<file path="src/rtl/alu.sv">
// 8-bit registered ALU: ADD/SUB/AND/OR/NOT plus optional XOR/SHL/SHR.
// Extended opcodes 5..7 are enabled by defining ALU_EXT_OPS_EN.
module alu (
    input  logic       clk,
    input  logic       rst,
    input  logic [7:0] a,
    input  logic [7:0] b,
    input  logic [2:0] opcode,
    output logic [7:0] out,
    output logic       zero,
    output logic       carry
);

    logic [8:0] sum;
    logic [8:0] diff;
    logic [7:0] res_d;
    logic       carry_d;

    // Ninth bit of the widened difference is the borrow (set iff a < b).
    assign sum  = {1'b0, a} + {1'b0, b};
    assign diff = {1'b0, a} - {1'b0, b};

    always_comb begin
        res_d   = 8'h00;
        carry_d = 1'b0;
        case (opcode)
            3'd0: begin
                res_d   = sum[7:0];
                carry_d = sum[8];
            end
            3'd1: begin
                res_d   = diff[7:0];
                carry_d = diff[8];
            end
            3'd2: res_d = a & b;
            3'd3: res_d = a | b;
            3'd4: res_d = ~a;
`ifdef ALU_EXT_OPS_EN
            3'd5: res_d = a ^ b;
            3'd6: begin
                res_d   = {a[6:0], 1'b0};
                carry_d = a[7];
            end
            3'd7: begin
                res_d   = {1'b0, a[7:1]};
                carry_d = a[0];
            end
`else
            3'd5, 3'd6, 3'd7: begin
                res_d   = 8'h00;
                carry_d = 1'b0;
            end
`endif
            default: begin
                res_d   = 8'h00;
                carry_d = 1'b0;
            end
        endcase
    end

    always_ff @(posedge clk or posedge rst) begin
        if (rst) begin
            out   <= 8'h00;
            zero  <= 1'b1;
            carry <= 1'b0;
        end else begin
            out   <= res_d;
            zero  <= (res_d == 8'h00);
            carry <= carry_d;
        end
    end

endmodule

</file>
<file path="config.mk">
export PLATFORM = sky130hd
export DESIGN_NAME = alu
export DESIGN_NICKNAME = d
export VERILOG_FILES = /design/src/rtl/alu.sv
export SDC_FILE = /design/constraint.sdc
export NUM_CORES = 1
export LEC_CHECK = 0
export CORE_MARGIN = 3
export CORE_UTILIZATION = 40
export DETAILED_ROUTE_END_ITERATION = 16
export PLACE_DENSITY = 0.67
export SYNTH_ARGS = -nofsm -noshare
export SYNTH_HDL_FRONTEND = slang
export SYNTH_SLANG_ARGS = --single-unit
</file>
<file path="constraint.sdc">
create_clock -name clk -period 0.8 [get_ports clk]
set_clock_uncertainty 0.05 [all_clocks]
set_input_delay 0.16 -clock clk [delete_from_list [all_inputs] [get_ports clk]]
set_output_delay 0.16 -clock clk [all_outputs]
set_load 0.05 [all_outputs]
</file>
After elaboration in Yosys (flattened, before gate mapping)
Cells that the tools add are included.
- register bits after elaboration: 10
- input port bits: 21
- output and inout port bits: 10
- logic and storage cells: 20
- add/subtract/negate cells: 2
- equality and inequality tests: 7
- muxes and demuxes: 2
- bitwise logic cells: 3
- reductions and logical operators: 3
- operators with widths (kind ; count):
    8-bit one-hot mux with 6 select lines ; 1
    3-bit == test (second input constant) ; 4
    8-bit by 8-bit adder with 9-bit output ; 1
    8-bit by 8-bit subtractor with 9-bit output ; 1
    8-bit bitwise AND ; 1
    8-bit logical NOT ; 1
    8-bit inverter ; 1
    8-bit OR ; 1
    3-bit by 2-bit == test with 1-bit output (second input constant) ; 2
    3-bit by 1-bit == test with 1-bit output (second input constant) ; 1
    3-bit logical NOT ; 1
    3-bit OR reduction ; 1
    1-bit one-hot mux with 2 select lines ; 1

Logic depth before layout (Yosys ltp)
Gate-level depths: netlist of the first run.
- word-level depth: 4
- mapped depth: 9
- gate-level depth less buffers: 9

Worst setup path before layout of the first run
No wires, ideal clock.
- path type: input to register
- from: input port a[0]
- to: register zero
- library setup time: 89 ps
- arrival: 1803 ps
- required time: 661 ps
- setup slack: -1143 ps
- stages: 9
- path through: inv_1 ha_1 fa_1 o21bai_1 a21oi_1 o31ai_1 o2bb2ai_1 a21oi_1 nor4b_2
- cells in the longest elaborated chain, start to end: 3
- RTL lines (item ; RTL line ; source):
    start, declared ; 6 ; input logic [7:0] a,
    8-bit by 8-bit subtractor with 9-bit output or 8-bit by 8-bit adder with 9-bit output (tied branches) ; 21, 20 ;
    8-bit one-hot mux with 6 select lines (*) ; 26 ; case (opcode)
    net res_d[6] ; 16 ; logic [7:0] res_d;
    8-bit logical NOT (*) ; 68 ; zero <= (res_d == 8'h00);
    end signal, assigned ; 68 ;
    end, declared ; 10 ; output logic zero,
Mark *: on every way through the listed nets, which the timed path passes. The rest lies on a longest branch.

Worst setup path after layout of the first run
- from: input port a[1]
- to: register zero
- cells in the longest elaborated chain, start to end: 3
- RTL lines (item ; RTL line ; source):
    8-bit by 8-bit subtractor with 9-bit output (tied with other cells) ; 21 ; assign diff = {1'b0, a} - {1'b0, b};
    8-bit one-hot mux with 6 select lines (*) ; 26 ;
    8-bit logical NOT (*) ; 68 ;
Mark *: on every way between the ends. The rest lies on a longest branch, timed or not.

==> results of run 1 <==
==> cell families (layout without fill, tap and decap cells) <==
| group | count (synthesis) | in the layout | synth area share (%) |
|---|---|---|---|
| AO/OA/AOI/OAI | 60 | 60 | 30.09 |
| AND/OR/NAND/NOR | 52 | 52 | 18.58 |
| buffers and inverters | 33 | 136 | 9.332 |
| adder cells (fa/ha/maj) | 26 | 26 | 22.67 |
| flip-flops | 10 | 10 | 16.75 |
| XOR/XNOR | 2 | 2 | 1.167 |
| multiplexers | 2 | 2 | 1.417 |
==> where the power goes <==
group          internal [W]  leakage, nW  switching, W
sequential         0.000568        0.124     0.0000474
clock              0.000434       0.0288      0.000217
combinational       0.00120         1.23       0.00116
==> final cells by class <==
cell class	count	area (um^2)	share of cell area, %
Multi-Input combinational cell	142	1578	50.36
Tap cell	46	57.56	1.837
Inverter	23	118.9	3.794
Sequential cell	10	251.5	8.027
Timing Repair Buffer	109	1072	34.23
Clock buffer	4	55.05	1.757
==> through the flow <==
step                hold slack, ns  TNS (ns)
finish                     0.06749    -9.521
floorplan                 -0.05054    -6.459
detailed placement          0.3238    -14.32
global placement            0.3110    -13.93
CTS                        0.07274    -8.659
global route               0.06987    -10.04
==> worst paths after layout <==
check	start	depth (start not counted)	slack, ns	endpoint
max	a[1]	9	-1.03	zero$_DFF_PP1_
min	rst	2	0.07	out[6]$_DFF_PP0_
max in group asynchronous	rst	3	0.33	out[1]$_DFF_PP0_
min in group clk	a[2]	4	0.30	out[2]$_DFF_PP0_
==> what timing repair did <==
action	in CTS	in global routing
endpoints found under the setup margin	20	20
hold buffers	0	0
cloned	1	0
setup buffers	16	7
pin swaps	45	21
resized for setup	159	27
==> placed cells by master, fill, tap and decap left out, types with 3 or more instances in the layout <==
master,synthesis,routed
sky130_fd_sc_hd__buf_4,2,66
sky130_fd_sc_hd__buf_6,0,20
sky130_fd_sc_hd__ha_4,0,13
sky130_fd_sc_hd__buf_12,0,11
sky130_fd_sc_hd__nor2_1,14,10
sky130_fd_sc_hd__inv_2,1,9
sky130_fd_sc_hd__a21oi_2,0,9
sky130_fd_sc_hd__dfrtp_1,9,9
sky130_fd_sc_hd__nand2_1,9,8
sky130_fd_sc_hd__ha_1,24,8
sky130_fd_sc_hd__inv_4,0,6
sky130_fd_sc_hd__inv_1,22,6
sky130_fd_sc_hd__o211ai_1,6,6
sky130_fd_sc_hd__a21o_1,5,5
sky130_fd_sc_hd__buf_8,0,5
sky130_fd_sc_hd__nor3_1,6,4
sky130_fd_sc_hd__a211oi_2,1,4
sky130_fd_sc_hd__o21ai_0,9,4
sky130_fd_sc_hd__clkbuf_8,0,4
sky130_fd_sc_hd__nand2b_1,4,3
sky130_fd_sc_hd__a21oi_4,0,3
sky130_fd_sc_hd__o21ai_1,0,3
sky130_fd_sc_hd__ha_2,0,3
sky130_fd_sc_hd__clkdlybuf4s50_1,0,3
==> critical path, cell delays in order <==
cell and delay, ns:
sky130_fd_sc_hd__buf_8 0.09, sky130_fd_sc_hd__inv_4 0.04, sky130_fd_sc_hd__ha_4 0.29, sky130_fd_sc_hd__nor2_4 0.05, sky130_fd_sc_hd__o311ai_4 0.28, sky130_fd_sc_hd__mux2_4 0.35
sky130_fd_sc_hd__a211oi_4 0.30, sky130_fd_sc_hd__o31ai_4 0.13, sky130_fd_sc_hd__nor4b_4 0.25
==> routing by layer <==
layer	part of all wire [%]	GRT usage, %	vias up
met5	0	0	-
met4	5.5	12.66	0
met3	5.7	3.827	41
met2	52	50.80	114
met1	37	30.53	921
li1	-	-	870
==> sequential cells by signal, indices dropped and copies added, names as in the netlist <==
| register | count |
|---|---|
| zero | 1 |
| carry | 1 |
| out | 8 |
==> impl_metrics.ini, run 1 <==
[placed_design]
gpl.final_weighted_congestion = 0.9271
placed_cells = 311
post-place-ws_ns = -1.800
dp.final_hpwl_um = 3968
io_buffer_count = 30
post_dp_cell_area_um2 = 2506

[setup_path]
setup.worst_path.class = in -> reg
critPathMaxFanout = 3
cp-start-kind = primary input
worstSetupEndpointType = flop
worstPathArrival_ns = 1.94
cp.required_ns = 0.91

[global_route]
grt_pass1_wl_um = 9156
groute.usage.overall_pct = 27.39
globalRouteOverflowTotal = 0
grt_start_max_net_pins = 10
grt_pass1_vias = 1964
grt_antenna_before_repair = 0

[flow_run]
cap_violations = 0

[die]
die_h_um = 67.27
ioPinCount = 31
floorplan.rows = 21
placeableCoreArea_um2 = 3468
die_area_um2 = 4525
floorplan.initialDensity_pct = 43.29
die_w_um = 67.27

[timing]
layout_min_cycle_time_ns = 1.827
max_slew_headroom_pct = 62.12
maxClockFrequency_mhz = 547.5
transition_time_at_the_pin_with_the_least_slew_margin_ns = 0.5670
setup_ws_ns = -1.027
setup_viol_count_final = 20
final.period_utilization_pct = 228.3
drv_slew = 0
grt_setup_unrepaired = yes
hold_violations = 0

[yosys]
postSynth.topFlopCell = sky130_fd_sc_hd__dfrtp_1
synthesis.area_um2 = 1501
synth_common_cells = 24 x sky130_fd_sc_hd__ha_1, 22 x sky130_fd_sc_hd__inv_1, 14 x sky130_fd_sc_hd__nor2_1
postSynth.asyncResetShare_pct = 100.0
synth-edff-count = 0
ff_latch_count_synth = 10
synth_top_cell_area_share_pct = 20.00
synth_cell_type_count = 52
syn-instance-count = 185
synth_area_per_cell_um2 = 8.116
synth_seq_area_share_pct = 16.75
synthesis.nets = 232
synth_warnings = 0
synth.largest_area_cell = sky130_fd_sc_hd__ha_1
synth.top_cells.by_area = sky130_fd_sc_hd__ha_1 20%, sky130_fd_sc_hd__dfrtp_1 15%, sky130_fd_sc_hd__inv_1 5.5%, sky130_fd_sc_hd__a21oi_1 4.3%, sky130_fd_sc_hd__nor2_1 3.5%
yosysMostFrequentCell = sky130_fd_sc_hd__ha_1

[cells_and_area]
final_layout_size_suffix_gt1_share_pct = 68.06
finalCoreUtilization_pct = 90.33
syn2layout_area_growth_pct = 108.7
finish.instance_area_um2 = 3133
diodes = 0
design.final.nets = 336
fillers = 151
fin_cells = 334

[power_and_ir_drop]
vdd_drop_max_uv = 554.2
power_density_nw_per_um2 = 1158
power_w = 0.003629
static_leakage_nw = 1.378

[clock_tree]
cts-root-to-sink-buffers = 2
clock_transition_at_the_registers_of_the_reported_paths_ns = 0.05
clockRootBuffer = sky130_fd_sc_hd__clkbuf_8
numCtsBuffers = 3
clkSinkCount = 10
htree_num_levels = 1
cts_tree = done

[routing]
drc = 0
dr.first_iter.drc_count = 111
drtPass1Iterations = 4
wl_per_cell_um = 19.66
total_routed_wirelength_um = 6567
route.detailed.vias_per_inst = 5.826
routed-via-count = 1946
detail-route-antenna-nets = 0

[run_status]
violations_in_the_final_reports = setup timing
status = finished, violations left

[min_path]
hold_path_class = in -> async
Note: power is estimated with default switching activity, not from simulation.
==> run 2: changes to the inputs <==
--- a/config.mk
+++ b/config.mk
@@ -5,10 +5,10 @@
 export SDC_FILE = /design/constraint.sdc
 export NUM_CORES = 1
 export LEC_CHECK = 0
-export CORE_MARGIN = 3
+export CORE_MARGIN = 1.5
 export CORE_UTILIZATION = 40
 export DETAILED_ROUTE_END_ITERATION = 16
-export PLACE_DENSITY = 0.67
+export PLACE_DENSITY_LB_ADDON = 0.08
 export SYNTH_ARGS = -nofsm -noshare
 export SYNTH_HDL_FRONTEND = slang
 export SYNTH_SLANG_ARGS = --single-unit
==> run 2 against run 1 <==
  * The flow still finishes with violations (setup timing)
  * Sequential share of layout area is 0.48 points higher
  * First-iteration DRC count is 33% lower
  * Hold slack worse by 0.018 ns
  * Global-route usage is 0.84 points lower
  * Sequential power hardly changed
==> impl_metrics.ini, run 2 (synthesis gave the netlist of run 1 again) <==
[global_route]
groute.usage.overall_pct = 26.55
grt_pass1_vias = 1858
met2_usage_pct = 49.74
grt_pass1_wl_um = 8673
met1_usage_pct = 30.84
grt_start_max_net_pins = 13
grt_antenna_before_repair = 0
gr-max-usage-layer = met2
grtUsageMet3_pct = 3.521
globalRouteOverflowTotal = 0

[clock_tree]
numCtsBuffers = 3
clockRootBuffer = sky130_fd_sc_hd__clkbuf_8
htree_num_levels = 1
cts_tree = done
clock_transition_at_the_registers_of_the_reported_paths_ns = 0.05
clkSinkCount = 10
cts-root-to-sink-buffers = 2

[routing]
total_routed_wirelength_um = 5352
drc = 0
dr.first_iter.drc_count = 74
wl_per_cell_um = 16.42
routed-via-count = 1793
detail-route-antenna-nets = 0
drtPass1Iterations = 4
route.detailed.vias_per_inst = 5.500

[cells_and_area]
mostFrequentLayoutCell = sky130_fd_sc_hd__buf_4
layout.cells.most_common_list = 57 x sky130_fd_sc_hd__buf_4, 19 x sky130_fd_sc_hd__buf_6, 13 x sky130_fd_sc_hd__ha_4
largest_register_ff_count = 8
final_layout_size_suffix_gt1_share_pct = 61.87
design.final.nets = 326
syn2layout_area_growth_pct = 96.92
diodes = 0
regMostFlops = out
biggest_registers_after_layout = out x8, carry x1, zero x1

[run_status]
violations_in_the_final_reports = setup timing
status = finished, violations left

[setup_path]
worstPathArrival_ns = 1.98
critPathMaxFanout = 3
cp-start-kind = primary input
setup.worst_path.class = in -> reg
cp.required_ns = 0.90
worstSetupEndpointType = flop

[power_and_ir_drop]
vdd_drop_max_uv = 563.5
power_w = 0.003403
power_density_nw_per_um2 = 1151
static_leakage_nw = 1.309

[die]
floorplan.rows = 22
ioPinCount = 31
floorplan.initialDensity_pct = 41.32
die_area_um2 = 4130
die_h_um = 64.27
placeableCoreArea_um2 = 3633
die_w_um = 64.27

[timing]
final.period_utilization_pct = 234.6
hold_violations = 0
setup_viol_count_final = 20
max_slew_headroom_pct = 63.52
grt_setup_unrepaired = yes
transition_time_at_the_pin_with_the_least_slew_margin_ns = 0.5460
layout_min_cycle_time_ns = 1.877
maxClockFrequency_mhz = 532.8
setup_ws_ns = -1.077
drv_slew = 0

[placed_design]
gpl.final_weighted_congestion = 0.8608
post-place-ws_ns = -1.796
io_buffer_count = 30
dp.final_hpwl_um = 3787

[min_path]
hold_path_class = in -> async

[flow_run]
cap_violations = 0
run 2: repair_timing:
action	4_1_cts	5_1_grt
setup buffers	14	1
hold buffers	0	0
pin swaps	36	18
resized for setup	144	23
setup endpoints to repair	20	20
run 2: power by group:
part / total (W) / leakage [nW] / switching [W] / internal [W]
clock: 0.000623 / 0.0288 / 0.000192 / 0.000432
combinational: 0.00216 / 1.16 / 0.00105 / 0.00111
sequential: 0.000618 / 0.124 / 0.0000494 / 0.000569
total: 0.00340 / 1.31 / 0.00129 / 0.00211
run 2: per-layer routing:
| metal | share of wire (%) | vias up |
|---|---|---|
| li1 | - | 848 |
| met1 | 39 | 856 |
| met4 | 3.5 | 0 |
| met3 | 5.2 | 18 |
| met2 | 53 | 71 |
| met5 | 0 | - |
run 2: critical path, stage by stage:
cell,delay (ns)
sky130_fd_sc_hd__buf_4,0.13
sky130_fd_sc_hd__buf_4,0.13
sky130_fd_sc_hd__ha_1,0.23
sky130_fd_sc_hd__nand2b_1,0.15
sky130_fd_sc_hd__a211oi_1,0.49
sky130_fd_sc_hd__and3_1,0.31
sky130_fd_sc_hd__o31ai_2,0.10
sky130_fd_sc_hd__nor4b_2,0.27
run 2: worst paths after layout:
path	slack, ns	startpoint	cells past startpoint	end
worst max-delay path	-1.08	a[4]	8	zero$_DFF_PP1_
worst min-delay path	0.05	rst	2	out[6]$_DFF_PP0_
max in group asynchronous	0.37	rst	3	out[3]$_DFF_PP0_
min in group clk	0.20	a[0]	4	out[0]$_DFF_PP0_
run 2: final cells by class:
cell class                      instances  area [um^2]
Inverter                               23        126.4
Tap cell                               48        60.06
Fill cell                             221        676.9
Sequential cell                        10        251.5
Timing Repair Buffer                   99        988.4
Clock buffer                            4        55.05
Multi-Input combinational cell        142         1475
run 2: stage by stage:
step	TNS [ns]	util [%]	instance area [um^2]	cells	hold slack (ns)
2_1_floorplan	-6.459	-	1678	185	-0.05054
3_3_place_gp	-13.88	69.18	2514	312	0.2927
3_5_place_dp	-14.35	69.18	2514	312	0.3073
4_1_cts	-8.503	79.72	2897	327	0.05541
5_1_grt	-9.090	81.37	2957	326	0.06818
6_report	-8.624	81.37	2957	326	0.04952
